[src/rtl/need_scheduler_if.sv]
// need_scheduler_if: care-request handshake and need-state outputs of the pet
// core scheduler, shared between the scheduler and its consumers.
interface need_scheduler_if;
   logic        test_mode;
   logic        care_valid;
   logic [2:0]  care_sel;
   logic        care_ready;
   logic [14:0] levels;
   logic [2:0]  health;
   logic        dead;
   logic        upd_valid;
   logic [2:0]  upd_idx;

   // Requester / observer side (button logic, display path, bench)
   modport master (
      output test_mode, care_valid, care_sel,
      input  care_ready, levels, health, dead, upd_valid, upd_idx
   );

   // Scheduler side
   modport slave (
      input  test_mode, care_valid, care_sel,
      output care_ready, levels, health, dead, upd_valid, upd_idx
   );
endinterface

[src/rtl/need_scheduler.sv]
// need_scheduler: one-second prescaler, five need-decay timers, and an arbiter
// that merges care requests and decay expiries onto a single level-update
// path. Owns the need levels, the health level and the sticky death flag.
module need_scheduler #(
   parameter int unsigned TICK_DIV        = 32'd50_000_000,
   parameter int unsigned SLEEP_PERIOD    = 32'd3600,
   parameter int unsigned FOOD_PERIOD     = 32'd600,
   parameter int unsigned BATH_PERIOD     = 32'd1200,
   parameter int unsigned MUSIC_PERIOD    = 32'd900,
   parameter int unsigned EXERCISE_PERIOD = 32'd1800,
   parameter int unsigned TEST_PERIOD     = 32'd2,
   parameter int unsigned CARE_STEP       = 32'd2
) (
   input  logic            clk,
   input  logic            reset,
   need_scheduler_if.slave sched
);

   localparam int          NUM_NEEDS = 32'sd5;
   localparam logic [25:0] TICK_LAST = 26'(TICK_DIV - 32'd1);
   localparam logic [2:0]  LVL_MAX   = 3'd7;

   // Registered state
   logic [25:0] r_presc;
   logic [11:0] r_cnt [NUM_NEEDS];
   logic        r_mode;
   logic [4:0]  r_pending;
   logic [2:0]  r_ptr;
   logic [2:0]  r_lvl [NUM_NEEDS];
   logic [2:0]  r_health;
   logic        r_dead;
   logic        r_upd_valid;
   logic [2:0]  r_upd_idx;

   // Combinational decode
   logic        w_sec_tick;
   logic        w_mode_chg;
   logic [4:0]  w_expire;
   logic        w_care_acc;
   logic        w_care_hit;
   logic        w_grant_valid;
   logic [2:0]  w_grant_idx;
   logic [2:0]  w_grant_lvl;
   logic        w_decay_go;
   logic [4:0]  w_clear;
   logic [4:0]  w_pending_nxt;

   // Final counter value before wrap for need idx under the current mode
   function automatic logic [11:0] last_count(input logic [2:0] idx, input logic tm);
      int unsigned p;
      if (tm) begin
         p = TEST_PERIOD;
      end else begin
         case (idx)
            3'd0:    p = SLEEP_PERIOD;
            3'd1:    p = FOOD_PERIOD;
            3'd2:    p = BATH_PERIOD;
            3'd3:    p = MUSIC_PERIOD;
            3'd4:    p = EXERCISE_PERIOD;
            default: p = SLEEP_PERIOD;
         endcase
      end
      return 12'(p - 32'd1);
   endfunction

   // Reduce a value in 0..9 modulo 5
   function automatic logic [2:0] wrap5(input logic [3:0] v);
      logic [2:0] res;
      if (v >= 4'd5) begin
         res = 3'(v - 4'd5);
      end else begin
         res = v[2:0];
      end
      return res;
   endfunction

   // Round-robin search: first set pending flag from ptr upward, modulo 5.
   // Returns {found, index}.
   function automatic logic [3:0] rr_pick(input logic [4:0] pend, input logic [2:0] ptr);
      logic       found;
      logic [2:0] idx;
      logic [2:0] cand;
      found = 1'b0;
      idx   = 3'd0;
      for (int k = 32'sd0; k < NUM_NEEDS; k++) begin
         cand = wrap5({1'b0, ptr} + 4'(k));
         if (!found && pend[cand]) begin
            found = 1'b1;
            idx   = cand;
         end else begin
            found = found;
         end
      end
      return {found, idx};
   endfunction

   // Level after a care request, saturating at the maximum level
   function automatic logic [2:0] care_sum(input logic [2:0] lvl);
      int unsigned s;
      logic [2:0]  res;
      s = 32'(lvl) + CARE_STEP;
      if (s > 32'(LVL_MAX)) begin
         res = LVL_MAX;
      end else begin
         res = 3'(s);
      end
      return res;
   endfunction

   // Second tick, mode-change detection and per-need expiry
   always_comb begin
      w_sec_tick = (r_presc == TICK_LAST);
      w_mode_chg = (sched.test_mode != r_mode);
      w_expire   = 5'd0;
      for (int i = 32'sd0; i < NUM_NEEDS; i++) begin
         if (w_sec_tick && !w_mode_chg && !r_dead &&
             (r_cnt[i] == last_count(3'(i), sched.test_mode))) begin
            w_expire[i] = 1'b1;
         end else begin
            w_expire[i] = 1'b0;
         end
      end
   end

   // Arbitration: accepted care wins the update slot, otherwise round-robin decay
   always_comb begin
      w_care_acc                   = sched.care_valid & ~r_dead;
      w_care_hit                   = w_care_acc & (sched.care_sel <= 3'd4);
      {w_grant_valid, w_grant_idx} = rr_pick(r_pending, r_ptr);
      w_decay_go                   = w_grant_valid & ~w_care_acc & ~r_dead;
      w_grant_lvl                  = 3'd0;
      for (int i = 32'sd0; i < NUM_NEEDS; i++) begin
         if (w_grant_idx == 3'(i)) begin
            w_grant_lvl = r_lvl[i];
         end else begin
            w_grant_lvl = w_grant_lvl;
         end
      end
      if (w_decay_go) begin
         w_clear = 5'd1 << w_grant_idx;
      end else begin
         w_clear = 5'd0;
      end
      // A fresh expiry on the granted need re-arms it rather than being lost
      w_pending_nxt = (r_pending & ~w_clear) | w_expire;
   end

   // Prescaler, per-need second counters and registered copy of test_mode
   always_ff @(posedge clk) begin
      if (reset) begin
         r_presc <= 26'd0;
         r_mode  <= sched.test_mode;
         for (int i = 32'sd0; i < NUM_NEEDS; i++) begin
            r_cnt[i] <= 12'd0;
         end
      end else begin
         r_mode <= sched.test_mode;
         if (r_dead) begin
            r_presc <= r_presc;
         end else if (w_mode_chg) begin
            r_presc <= 26'd0;
            for (int i = 32'sd0; i < NUM_NEEDS; i++) begin
               r_cnt[i] <= 12'd0;
            end
         end else if (w_sec_tick) begin
            r_presc <= 26'd0;
            for (int i = 32'sd0; i < NUM_NEEDS; i++) begin
               if (w_expire[i]) begin
                  r_cnt[i] <= 12'd0;
               end else begin
                  r_cnt[i] <= r_cnt[i] + 12'd1;
               end
            end
         end else begin
            r_presc <= r_presc + 26'd1;
         end
      end
   end

   // Pending flags, levels, health, death flag and update strobe
   always_ff @(posedge clk) begin
      if (reset) begin
         r_pending   <= 5'd0;
         r_ptr       <= 3'd0;
         r_health    <= LVL_MAX;
         r_dead      <= 1'b0;
         r_upd_valid <= 1'b0;
         r_upd_idx   <= 3'd0;
         for (int i = 32'sd0; i < NUM_NEEDS; i++) begin
            r_lvl[i] <= LVL_MAX;
         end
      end else if (r_dead) begin
         // Frozen: only reset leaves this state
         r_pending   <= 5'd0;
         r_upd_valid <= 1'b0;
      end else begin
         r_pending   <= w_pending_nxt;
         r_upd_valid <= 1'b0;
         if (w_care_hit) begin
            for (int i = 32'sd0; i < NUM_NEEDS; i++) begin
               if (sched.care_sel == 3'(i)) begin
                  r_lvl[i] <= care_sum(r_lvl[i]);
               end else begin
                  r_lvl[i] <= r_lvl[i];
               end
            end
            r_upd_valid <= 1'b1;
            r_upd_idx   <= sched.care_sel;
         end else if (w_decay_go) begin
            for (int i = 32'sd0; i < NUM_NEEDS; i++) begin
               if ((w_grant_idx == 3'(i)) && (r_lvl[i] != 3'd0)) begin
                  r_lvl[i] <= r_lvl[i] - 3'd1;
               end else begin
                  r_lvl[i] <= r_lvl[i];
               end
            end
            if (w_grant_lvl != 3'd0) begin
               r_health <= r_health;
            end else if (r_health != 3'd0) begin
               r_health <= r_health - 3'd1;
            end else begin
               r_dead <= 1'b1;
            end
            r_upd_valid <= 1'b1;
            r_upd_idx   <= w_grant_idx;
            r_ptr       <= wrap5({1'b0, w_grant_idx} + 4'd1);
         end else begin
            r_upd_valid <= 1'b0;
         end
      end
   end

   assign sched.levels     = {r_lvl[4], r_lvl[3], r_lvl[2], r_lvl[1], r_lvl[0]};
   assign sched.health     = r_health;
   assign sched.dead       = r_dead;
   assign sched.care_ready = ~r_dead;
   assign sched.upd_valid  = r_upd_valid;
   assign sched.upd_idx    = r_upd_idx;

endmodule

[src/flat_wrapper.sv]
// flat-port wrapper written by rule: the top's interface ports become plain ports
module need_scheduler_flat 
#(
   parameter int unsigned TICK_DIV        = 32'd50_000_000,
   parameter int unsigned SLEEP_PERIOD    = 32'd3600,
   parameter int unsigned FOOD_PERIOD     = 32'd600,
   parameter int unsigned BATH_PERIOD     = 32'd1200,
   parameter int unsigned MUSIC_PERIOD    = 32'd900,
   parameter int unsigned EXERCISE_PERIOD = 32'd1800,
   parameter int unsigned TEST_PERIOD     = 32'd2,
   parameter int unsigned CARE_STEP       = 32'd2
)
  (clk, reset, sched_test_mode, sched_care_valid, sched_care_sel, sched_care_ready, sched_levels, sched_health, sched_dead, sched_upd_valid, sched_upd_idx);
  need_scheduler_if sched_i ();
  input  logic clk;
  input  logic reset;
  input wire logic [$bits(sched_i.test_mode)-1:0] sched_test_mode;
  input wire logic [$bits(sched_i.care_valid)-1:0] sched_care_valid;
  input wire logic [$bits(sched_i.care_sel)-1:0] sched_care_sel;
  output wire logic [$bits(sched_i.care_ready)-1:0] sched_care_ready;
  output wire logic [$bits(sched_i.levels)-1:0] sched_levels;
  output wire logic [$bits(sched_i.health)-1:0] sched_health;
  output wire logic [$bits(sched_i.dead)-1:0] sched_dead;
  output wire logic [$bits(sched_i.upd_valid)-1:0] sched_upd_valid;
  output wire logic [$bits(sched_i.upd_idx)-1:0] sched_upd_idx;
  assign sched_i.test_mode = sched_test_mode;
  assign sched_i.care_valid = sched_care_valid;
  assign sched_i.care_sel = sched_care_sel;
  assign sched_care_ready = sched_i.care_ready;
  assign sched_levels = sched_i.levels;
  assign sched_health = sched_i.health;
  assign sched_dead = sched_i.dead;
  assign sched_upd_valid = sched_i.upd_valid;
  assign sched_upd_idx = sched_i.upd_idx;
  need_scheduler #(.TICK_DIV(TICK_DIV), .SLEEP_PERIOD(SLEEP_PERIOD), .FOOD_PERIOD(FOOD_PERIOD), .BATH_PERIOD(BATH_PERIOD), .MUSIC_PERIOD(MUSIC_PERIOD), .EXERCISE_PERIOD(EXERCISE_PERIOD), .TEST_PERIOD(TEST_PERIOD), .CARE_STEP(CARE_STEP)) u_core (.clk(clk), .reset(reset), .sched(sched_i));
endmodule
[config.mk]
export PLATFORM = sky130hd
export DESIGN_NAME = need_scheduler_flat
export DESIGN_NICKNAME = d
export VERILOG_FILES = /design/src/rtl/need_scheduler_if.sv /design/src/rtl/need_scheduler.sv /design/src/flat_wrapper.sv
export SDC_FILE = /design/constraint.sdc
export NUM_CORES = 1
export LEC_CHECK = 0
export CORE_UTILIZATION = 35
export DETAILED_ROUTE_END_ITERATION = 16
export SLEW_MARGIN = 5
export SYNTH_ARGS = -nofsm -noshare
export SYNTH_HDL_FRONTEND = slang
export SYNTH_SLANG_ARGS = --single-unit
[constraint.sdc]
create_clock -name clk -period 6.92 [get_ports clk]
set_input_delay 1.038 -clock clk [delete_from_list [all_inputs] [get_ports clk]]
set_output_delay 1.038 -clock clk [all_outputs]
set_load 0.02 [all_outputs]
* Word level (Yosys, flattened, before mapping) *
Memories as Yosys holds them, arrays and structs flattened.
Cells that the tools add are included.

storage, ports and cells
  flip-flop bits (word level) = 43
  bits in writable memories = 75
  output and inout bits = 24
  logic and storage cells = 447
  memories = 2

cells by class
  $add $sub $neg = 33
  magnitude comparators = 17
  equal/unequal tests = 15
  shift-type cells = 1
  muxes and demuxes = 289
  bitwise operators = 46
  reductions and logical operators = 36

memory list
  memory        words  width  read ports  clocked after memory_dff  wr ports  RTL line              source
  u_core.r_cnt  5      12     5           0                         5         need_scheduler.sv:25  logic [11:0] r_cnt [NUM_NEEDS];
  u_core.r_lvl  5      3      5           0                         5         need_scheduler.sv:29  logic [2:0] r_lvl [NUM_NEEDS];

operators with widths
  cell                     number
  $mux W1                  198
  $mux W12                 16
  $mux W3                  63
  $gt A32 B3 Y1 const B    5
  $add A12 B1 Y12 const B  5
  $eq A12 B12 Y1           5
  $mux W26                 2
  $or A1 B1 Y1             35
  $add A3 B2 Y4 const B    7
  $add A26 B1 Y26 const B  1
  $eq A26 B26 Y1 const B   1
  $sub A11 B1 Y12 const B  2
  $mux W11                 2
  $sub A10 B1 Y11 const B  2
  $reduce_bool A3 Y1       7
  $ge A4 B3 Y1 const B     5
  $lt A3 B4 Y1 const B     5
  $mux W10                 2
  $sub A3 B1 Y3 const B    6
  $sub A3 B3 Y3 const B    6
  $logic_and A1 B1 Y1      16
  $bmux W1 S3              5
  $eq A3 B2 Y1 const B     4
  $sub A12 B1 Y12 const B  1
  21 further kinds         36

* Longest topological paths before layout *
Gate-level depths: netlist of run 1.

  depth after elaboration = 28
  gate-level depth with buffers = 22
  mapped depth without buffers = 21

* Worst setup path after synthesis of run 1 *
Ideal clock, no wire load.

  kind = register to register
  start = register u_core.r_ptr[0]
  end = register u_core.r_health[0] (netlist: u_core.sched.health[0])
  arrival = 4.403 ns
  data required time = 6.793 ns
  slack = 2.390 ns
  stages on the path, launching flop included = 22
  path buffers = 1
  period minus slack after synthesis = 4.530 ns
  cells stage by stage = dfxtp_1 -> buf_4 -> inv_2 -> ha_1 -> inv_1 -> fa_1 -> a21o_1 -> a2111oi_4 -> a2111oi_4 -> a21boi_1 -> o221ai_1 -> a31oi_1 -> inv_1 -> ha_1 -> ha_1 -> o31ai_1 -> o31a_1 -> nand2_1 -> a21oi_1 -> and3b_1 -> o21ai_1 -> or3b_1

on the way
  longest elaborated chain between the ends = 26
  elaborated cells on any way between the ends = 62
  classes of those cells = add/sub (9); order compare (5); eq/ne (4); mux (30); bitwise (3); reduce/logical (11)

ends and longest elaborated chain
  what                                                    RTL line               source
  from (decl)                                             need_scheduler.sv:28   logic [2:0] r_ptr;
  from (signal assigned)                                  need_scheduler.sv:226  r_ptr <= wrap5({1'b0, w_grant_idx} + 4'd1);
  branches (longest 25 deep; another with $add A3 B1 Y4)  n/a
  $reduce_and A5 Y1 (no line) *                           n/a
  to (signal assigned)                                    need_scheduler.sv:218  r_health <= r_health;
  to (signal assigned)                                    need_scheduler.sv:220  r_health <= r_health - 3'd1;
  to (decl)                                               need_scheduler.sv:30   logic [2:0] r_health;

Mark *: on every way between the ends. The select of a mux whose other input is x is not followed.
A chain may end at the register's enable or synchronous reset.

* Final worst setup path of run 1 *
  start = register u_core.r_ptr[1]
  end = register u_core.r_health[0] (netlist: u_core.sched.health[0])

Same word-level chain as after synthesis.

==> key figures, run 1 <==
Status
  • Status: finished clean

Critical path
  • Most used cell along the critical path: ha_1
  • WS Path Type: flip-flop to flip-flop
  • Reg2reg end: u_core.sched.health[0]
  • Reg2reg start: u_core.r_ptr[1]
  • CP max stage cell: dfxtp_1
  • Worst-path cell chain: inv_1, ha_1, mux2i_1, and3_1, a2111oi_4, a21boi_1, o221ai_1, a31oi_1, inv_1, ha_1, ha_1, o31ai_1, o21ai_0, nor3_1, a21oi_1, and3b_1, o21ai_1, or3b_1
  • Reg2Reg Depth: 18
  • Critical Path AT: 5.61 ns
  • Crit. End Element: flip-flop
  • Slowest stage delay, CP: 0.80 ns
  • Reg2reg setup slack: 1.60 ns
  • Max Fanout on Critical Path: 17
  • Critical Path RT: 7.21 ns
  • Startpoint types: flip-flop

Finish
  • Most frequent cells in the layout: nor2_1, edfxtp_1, nand2_1
  • Share of cells above drive strength 1: 0.07774
  • Commonest non-fill, non-tap cell in the layout: nor2_1
  • Fin area: 0.008655 mm^2
  • Area Growth Syn to Fin: 15.23%
  • Nets: 877
  • Diode count: 0

Min path
  • Hold crit path type: flip-flop to flip-flop
  • Hold depth: 2
  • Hold Path Sink: u_core.r_presc[15]
  • Hold wc startpoint: u_core.r_presc[15]

GRT
  • First-pass GRT wire length: 27.01 mm
  • Initial antenna violation count: 0
  • Grt total ovfl: 0
  • Vias in the first global route: 5509
  • Gr usage total: 0.1525
  • Largest net degree at the start of global routing: 28

Place
  • Post-placement worst setup slack: 1.631 ns
  • RD Place Congestion: 0.8529
  • Post-DP HPWL: 11.57 mm
  • PortBufs: 30
  • Post-Place Cell Area: 0.008059 mm^2

Detailed routing
  • Drt via density: 5.178
  • DR iter-0 viols: 364
  • WL per Instance: 14.37 um
  • Detailed Routing Iterations Pass 1: 5
  • Vias: 5820
  • Routed WL: 16.16 mm
  • Post-route ant nets: 0
  • Drt drc: 0

Floorplanning
  • Core box area: 0.02102 mm^2
  • Area of the die: 0.02205 mm^2
  • Starting density of the core: 0.3573
  • Chip width: 148.5 um
  • Die H: 148.5 um
  • Row cnt: 53
  • Top Ports: 31

Synthesis
  • Syn_area_per_cell: 9.307 um^2
  • Ys async rst share: 0
  • Register bit total from synthesis: 118
  • EDFF count, synth: 75
  • Mapped Area: 0.007511 mm^2
  • Post-Synthesis Cells: 807
  • Net count after synthesis: 848
  • Synth cell types: 85
  • Register area share after synthesis: 0.4145
  • Number of synthesis warnings: 0
  • Synth Flop Type: edfxtp_1

Power
  • Power Density: 202.1 mW/mm^2
  • Peak supply drop: 0.0001496 V
  • Total Power: 1.749 mW
  • LEAKAGE: 3.118 nW

CTS
  • CTS Buffer Depth: 2
  • CTS tree: done
  • Worst-path clk slew: 0.06 ns
  • Setup bufs post-CTS: 0
  • H-tree lvl count: 4
  • Cts hold-fix bufs: 0
  • PostCTS Resize Cnt: 0
  • Clock sinks: 118
  • Inserted Clock Buffers: 17
  • Root Buffer: clkbuf_16
  • Clock Latency Late Sink: 0.42 ns

STA
  • Max Freq: 187.8 MHz
  • Unrepaired setup endpoints after global routing: no
  • Final period utilization: 0.7694
  • Hold Vio Cnt, Final: 0
  • WHS: 0.4991 ns
  • Fin crit period: 5.324 ns
  • Worst slew pin tran: 0.8422 ns
  • Final WS setup: 1.596 ns
  • Slew headroom: 0.4365
  • Setup Skew: 0.009753 ns
  • Pins Over Slew Limit: 0
  • Post-route setup TNS: 0 ns
  • Final setup vio count: 0

Run
  • Max cap viols: 0
-- Yosys cell counts (10+ instances only) --
master / n / area [um^2]
a22oi_1: 10 / 75.07
nor2b_1: 14 / 87.58
nand2_1: 56 / 210.2
and3_1: 14 / 87.58
nand4_1: 13 / 81.33
nor2_1: 135 / 506.7
clkbuf_1: 13 / 48.80
nor3_1: 13 / 65.06
nand2b_1: 10 / 62.56
nand3_1: 39 / 195.2
ha_1: 33 / 412.9
a21oi_1: 35 / 175.2
mux2i_1: 11 / 110.1
xnor2_1: 26 / 227.7
xor2_1: 46 / 402.9
edfxtp_1: 75 / 2252
inv_1: 42 / 157.7
dfxtp_1: 43 / 860.8
o21ai_0: 28 / 140.1
-- kinds of logic (layout without fill, tap and decap cells) --
logic type | after synthesis | in the layout | share of synthesized area
and+or+nand+nor | 352 | 352 | 0.2311
AOI/OAI and AO/OA | 146 | 146 | 0.1444
DFF | 118 | 118 | 0.4145
xor gates and xnor gates | 72 | 72 | 0.08396
buffers and inverters | 68 | 110 | 0.03831
adders and majority gates | 34 | 34 | 0.05764
muxes | 17 | 17 | 0.03015
-- stage by stage --
step,utilization,instances
floorplan,-,807
global placement,0.3834,1092
detailed placement,0.3834,1092
CTS,0.4117,1124
global route,0.4117,1124
finish,0.4117,1124
-- metal layers --
layer	GRT usage	share of wire
met4	0.05412	0.014
met1	0.2064	0.48
met2	0.2442	0.48
met5	0	0
met3	0.02546	0.023
-- where the power goes --
group / internal (mW) / total (mW) / switching, mW / leakage, nW
combinational: 0.0338 / 0.0830 / 0.0492 / 1.70
sequential: 0.776 / 0.804 / 0.0284 / 1.12
clock: 0.535 / 0.861 / 0.326 / 0.300
-- registers in the layout (all words and copies together) (netlist names) --
register / cells
u_core.r_presc: 26
u_core.sched.upd_valid: 1
u_core.sched.dead: 1
u_core.r_mode: 1
u_core.sched.upd_idx: 3
u_core.r_cnt: 60
u_core.sched.health: 3
u_core.r_lvl: 15
u_core.r_ptr: 3
u_core.r_pending: 5
-- worst max-delay path by stage --
stage                               start                     end  slack (ns)  depth (start not counted)
final                     u_core.r_ptr[1]  u_core.sched.health[0]        1.60                         18
after global routing      u_core.r_ptr[1]  u_core.sched.health[2]        1.06                         18
after CTS                 u_core.r_ptr[1]  u_core.sched.health[0]        1.62                         19
after detailed placement  u_core.r_ptr[1]  u_core.sched.health[0]        1.63                         19
after global placement    u_core.r_ptr[1]  u_core.sched.health[0]        1.82                         19
after floorplan           u_core.r_ptr[0]  u_core.sched.health[0]        2.39                         21
-- critical path: cells and delay by family, from the launching register on --
kind	cells	cell delay (ns)
compound gates	8	1.57
fa+ha+maj	3	1.13
flops	1	0.80
mux	1	0.33
simple gates	4	1.01
buf+inv	2	0.35
-- cell type report --
cell class | count | area (um^2)
multi-input combinational | 621 | 4110
tap | 275 | 344.1
clock buffer | 21 | 514.2
fill | 2045 | 12370
sequential | 118 | 3113
inverter | 45 | 168.9
timing repair buffer | 33 | 322.8
clock inverter | 11 | 81.33
No activity file was read; power rests on OpenSTA's default activity.
==> run 2, diff against run 1 <==
==> constraint.sdc (replaced) <==
create_clock -name clk -period 4.7 [get_ports clk]
set_input_delay 0.705 -clock clk [delete_from_list [all_inputs] [get_ports clk]]
set_output_delay 0.705 -clock clk [all_outputs]
set_load 0.02 [all_outputs]
==> key figures, run 2 (synthesis gave the netlist of run 1 again) <==
STA
  • Setup Skew: 0.01141 ns
  • Max Freq: 224.8 MHz
  • Unrepaired setup endpoints after global routing: yes
  • Hold Vio Cnt, Final: 0
  • Slew headroom: 0.4699
  • Pins Over Slew Limit: 0
  • Final setup vio count: 0
  • Worst slew pin tran: 0.7940 ns
  • Fin crit period: 4.449 ns
  • Final period utilization: 0.9466

Status
  • Status: finished clean

Place
  • RD Place Congestion: 0.8741
  • Post-Place Cell Area: 0.008164 mm^2
  • Post-DP HPWL: 12.09 mm
  • PortBufs: 30

CTS
  • Clock sinks: 118
  • CTS tree: done
  • Cts hold-fix bufs: 0
  • Clock Latency Late Sink: 0.42 ns
  • Root Buffer: clkbuf_16
  • Worst-path clk slew: 0.06 ns
  • Inserted Clock Buffers: 17
  • H-tree lvl count: 4
  • CTS Buffer Depth: 2

Critical path
  • Startpoint types: flip-flop
  • Crit. End Element: flip-flop
  • Critical Path AT: 4.74 ns
  • WS Path Type: flip-flop to flip-flop
  • Max Fanout on Critical Path: 6
  • Critical Path RT: 5.00 ns

Detailed routing
  • Detailed Routing Iterations Pass 1: 5
  • WL per Instance: 14.76 um
  • Drt via density: 5.208
  • Drt drc: 0
  • Post-route ant nets: 0
  • Routed WL: 16.84 mm
  • Vias: 5942
  • DR iter-0 viols: 363

Finish
  • Share of cells above drive strength 1: 0.1051
  • Max FFs per register: 60
  • Area Growth Syn to Fin: 16.99%
  • Filler Cells Inserted: 2045
  • Biggest register: u_core.r_cnt
  • Largest regs: u_core.r_cnt (60), u_core.r_presc (26), u_core.r_lvl (15)
  • Fin area: 0.008787 mm^2
  • Diode count: 0
  • Most frequent cells in the layout: nor2_1, edfxtp_1, nand2_1
  • Commonest non-fill, non-tap cell in the layout: nor2_1
  • Finished Core Util: 0.4180
  • Nets: 894

Power
  • Power Density: 287.0 mW/mm^2
  • LEAKAGE: 3.173 nW
  • Peak supply drop: 0.0002506 V
  • Switching pwr: 0.5982 mW
  • Power Internal: 1.924 mW
  • Clk network pwr share: 0.481
  • Seq pwr share: 0.470
  • Comb power frac: 0.049
  • Sw frac: 0.2372

Floorplanning
  • Chip width: 148.5 um
  • Top Ports: 31
  • Core box area: 0.02102 mm^2
  • Area of the die: 0.02205 mm^2
  • Starting density of the core: 0.3573
  • Row cnt: 53
  • Die H: 148.5 um

GRT
  • Initial antenna violation count: 0
  • Largest net degree at the start of global routing: 28
  • Vias in the first global route: 5704
  • Gr usage total: 0.1600
  • First-pass GRT wire length: 28.22 mm
  • Grt total ovfl: 0

Run
  • Max cap viols: 0

Min path
  • Hold crit path type: flip-flop to flip-flop
-- run 2: changes by cell type in the layout (fill, tap and decap cells not counted), moves of 2 or more --
| cell | change |
|---|---|
| ha_2 | +2 |
| clkbuf_16 | -2 |
| ha_1 | -3 |
| mux2i_1 | -2 |
| buf_4 | +17 |
| mux2i_2 | +2 |
| clkinv_4 | -2 |
| clkinv_2 | +3 |
-- run 2: area by class of cell --
| class | instances | area (um^2) | area share |
|---|---|---|---|
| clock buffers | 21 | 481.7 | 0.05482 |
| clock inverters | 11 | 70.07 | 0.007974 |
| inverters | 45 | 168.9 | 0.01922 |
| multi-input cells | 621 | 4159 | 0.4733 |
| flip-flops and latches | 118 | 3113 | 0.3543 |
| well taps | 275 | 344.1 | 0.03916 |
| repair buffers | 50 | 450.4 | 0.05126 |
-- run 2: worst paths after layout --
path,from,to,slack [ns],depth (start not counted)
worst max-delay path,u_core.r_ptr[0],u_core.sched.health[0],0.25,21
worst min-delay path,u_core.r_presc[15],u_core.r_presc[15],0.49,2
worst max register to register,u_core.r_ptr[0],u_core.sched.health[0],0.25,21
worst min register to register,u_core.r_presc[15],u_core.r_presc[15],0.49,2
-- run 2: through the flow --
step / power (mW) / hold WS [ns] / worst slack [ns] / TNS (ns) / std cells
6_report: 2.522 / 0.4888 / 0.2508 / 0 / 1141
3_3_place_gp: 1.329 / 0.4811 / 0.1770 / 0 / 1106
3_5_place_dp: 1.330 / 0.4881 / 0.01579 / 0 / 1106
5_1_grt: 2.616 / 0.5269 / -0.03771 / -0.06595 / 1141
4_1_cts: 2.548 / 0.4997 / 0.1173 / 0 / 1138
2_1_floorplan: 1.285 / 0.4573 / 0.1697 / 0 / 807
-- run 2: metal layers --
metal | up-vias | global-route usage | wire, um
li1 | 3003 | - | -
met1 | 2837 | 0.2159 | 8157
met2 | 80 | 0.2558 | 7979
met3 | 22 | 0.02331 | 371
met4 | 0 | 0.06546 | 328
met5 | - | 0 | 0
-- run 2: power by group through the flow --
stage	Clock (mW)	Combinational (mW)	Sequential (mW)
finish	1.21	0.123	1.19
global route	1.29	0.138	1.19
floorplan	0	0.0875	1.20
global placement	0	0.124	1.21
CTS	1.24	0.125	1.18
detailed placement	0	0.124	1.21
-- run 2: worst max-delay path, stage by stage, from the launching register on --
cell	delay, ns
dfxtp_1	0.32
inv_2	0.05
ha_1	0.13
inv_1	0.05
fa_1	0.42
a21oi_2	0.21
mux2_4	0.33
a2111oi_4	0.42
a21bo_1	0.22
o211ai_1	0.18
a31oi_4	0.20
buf_4	0.15
ha_2	0.21
o31ai_1	0.07
o21ai_0	0.19
nor2_1	0.06
o31a_1	0.29
nand2_1	0.07
a21oi_1	0.04
and3b_2	0.30
nor3_1	0.06
or3b_1	0.33
-- run 2: timing repair --
action / 4_1_cts / 5_1_grt
gates resized for setup: 1 / 10
pin swaps: 0 / 2
buffers inserted: 0 / 3
endpoints found under the setup margin: 1 / 4
cloned: 0 / 0
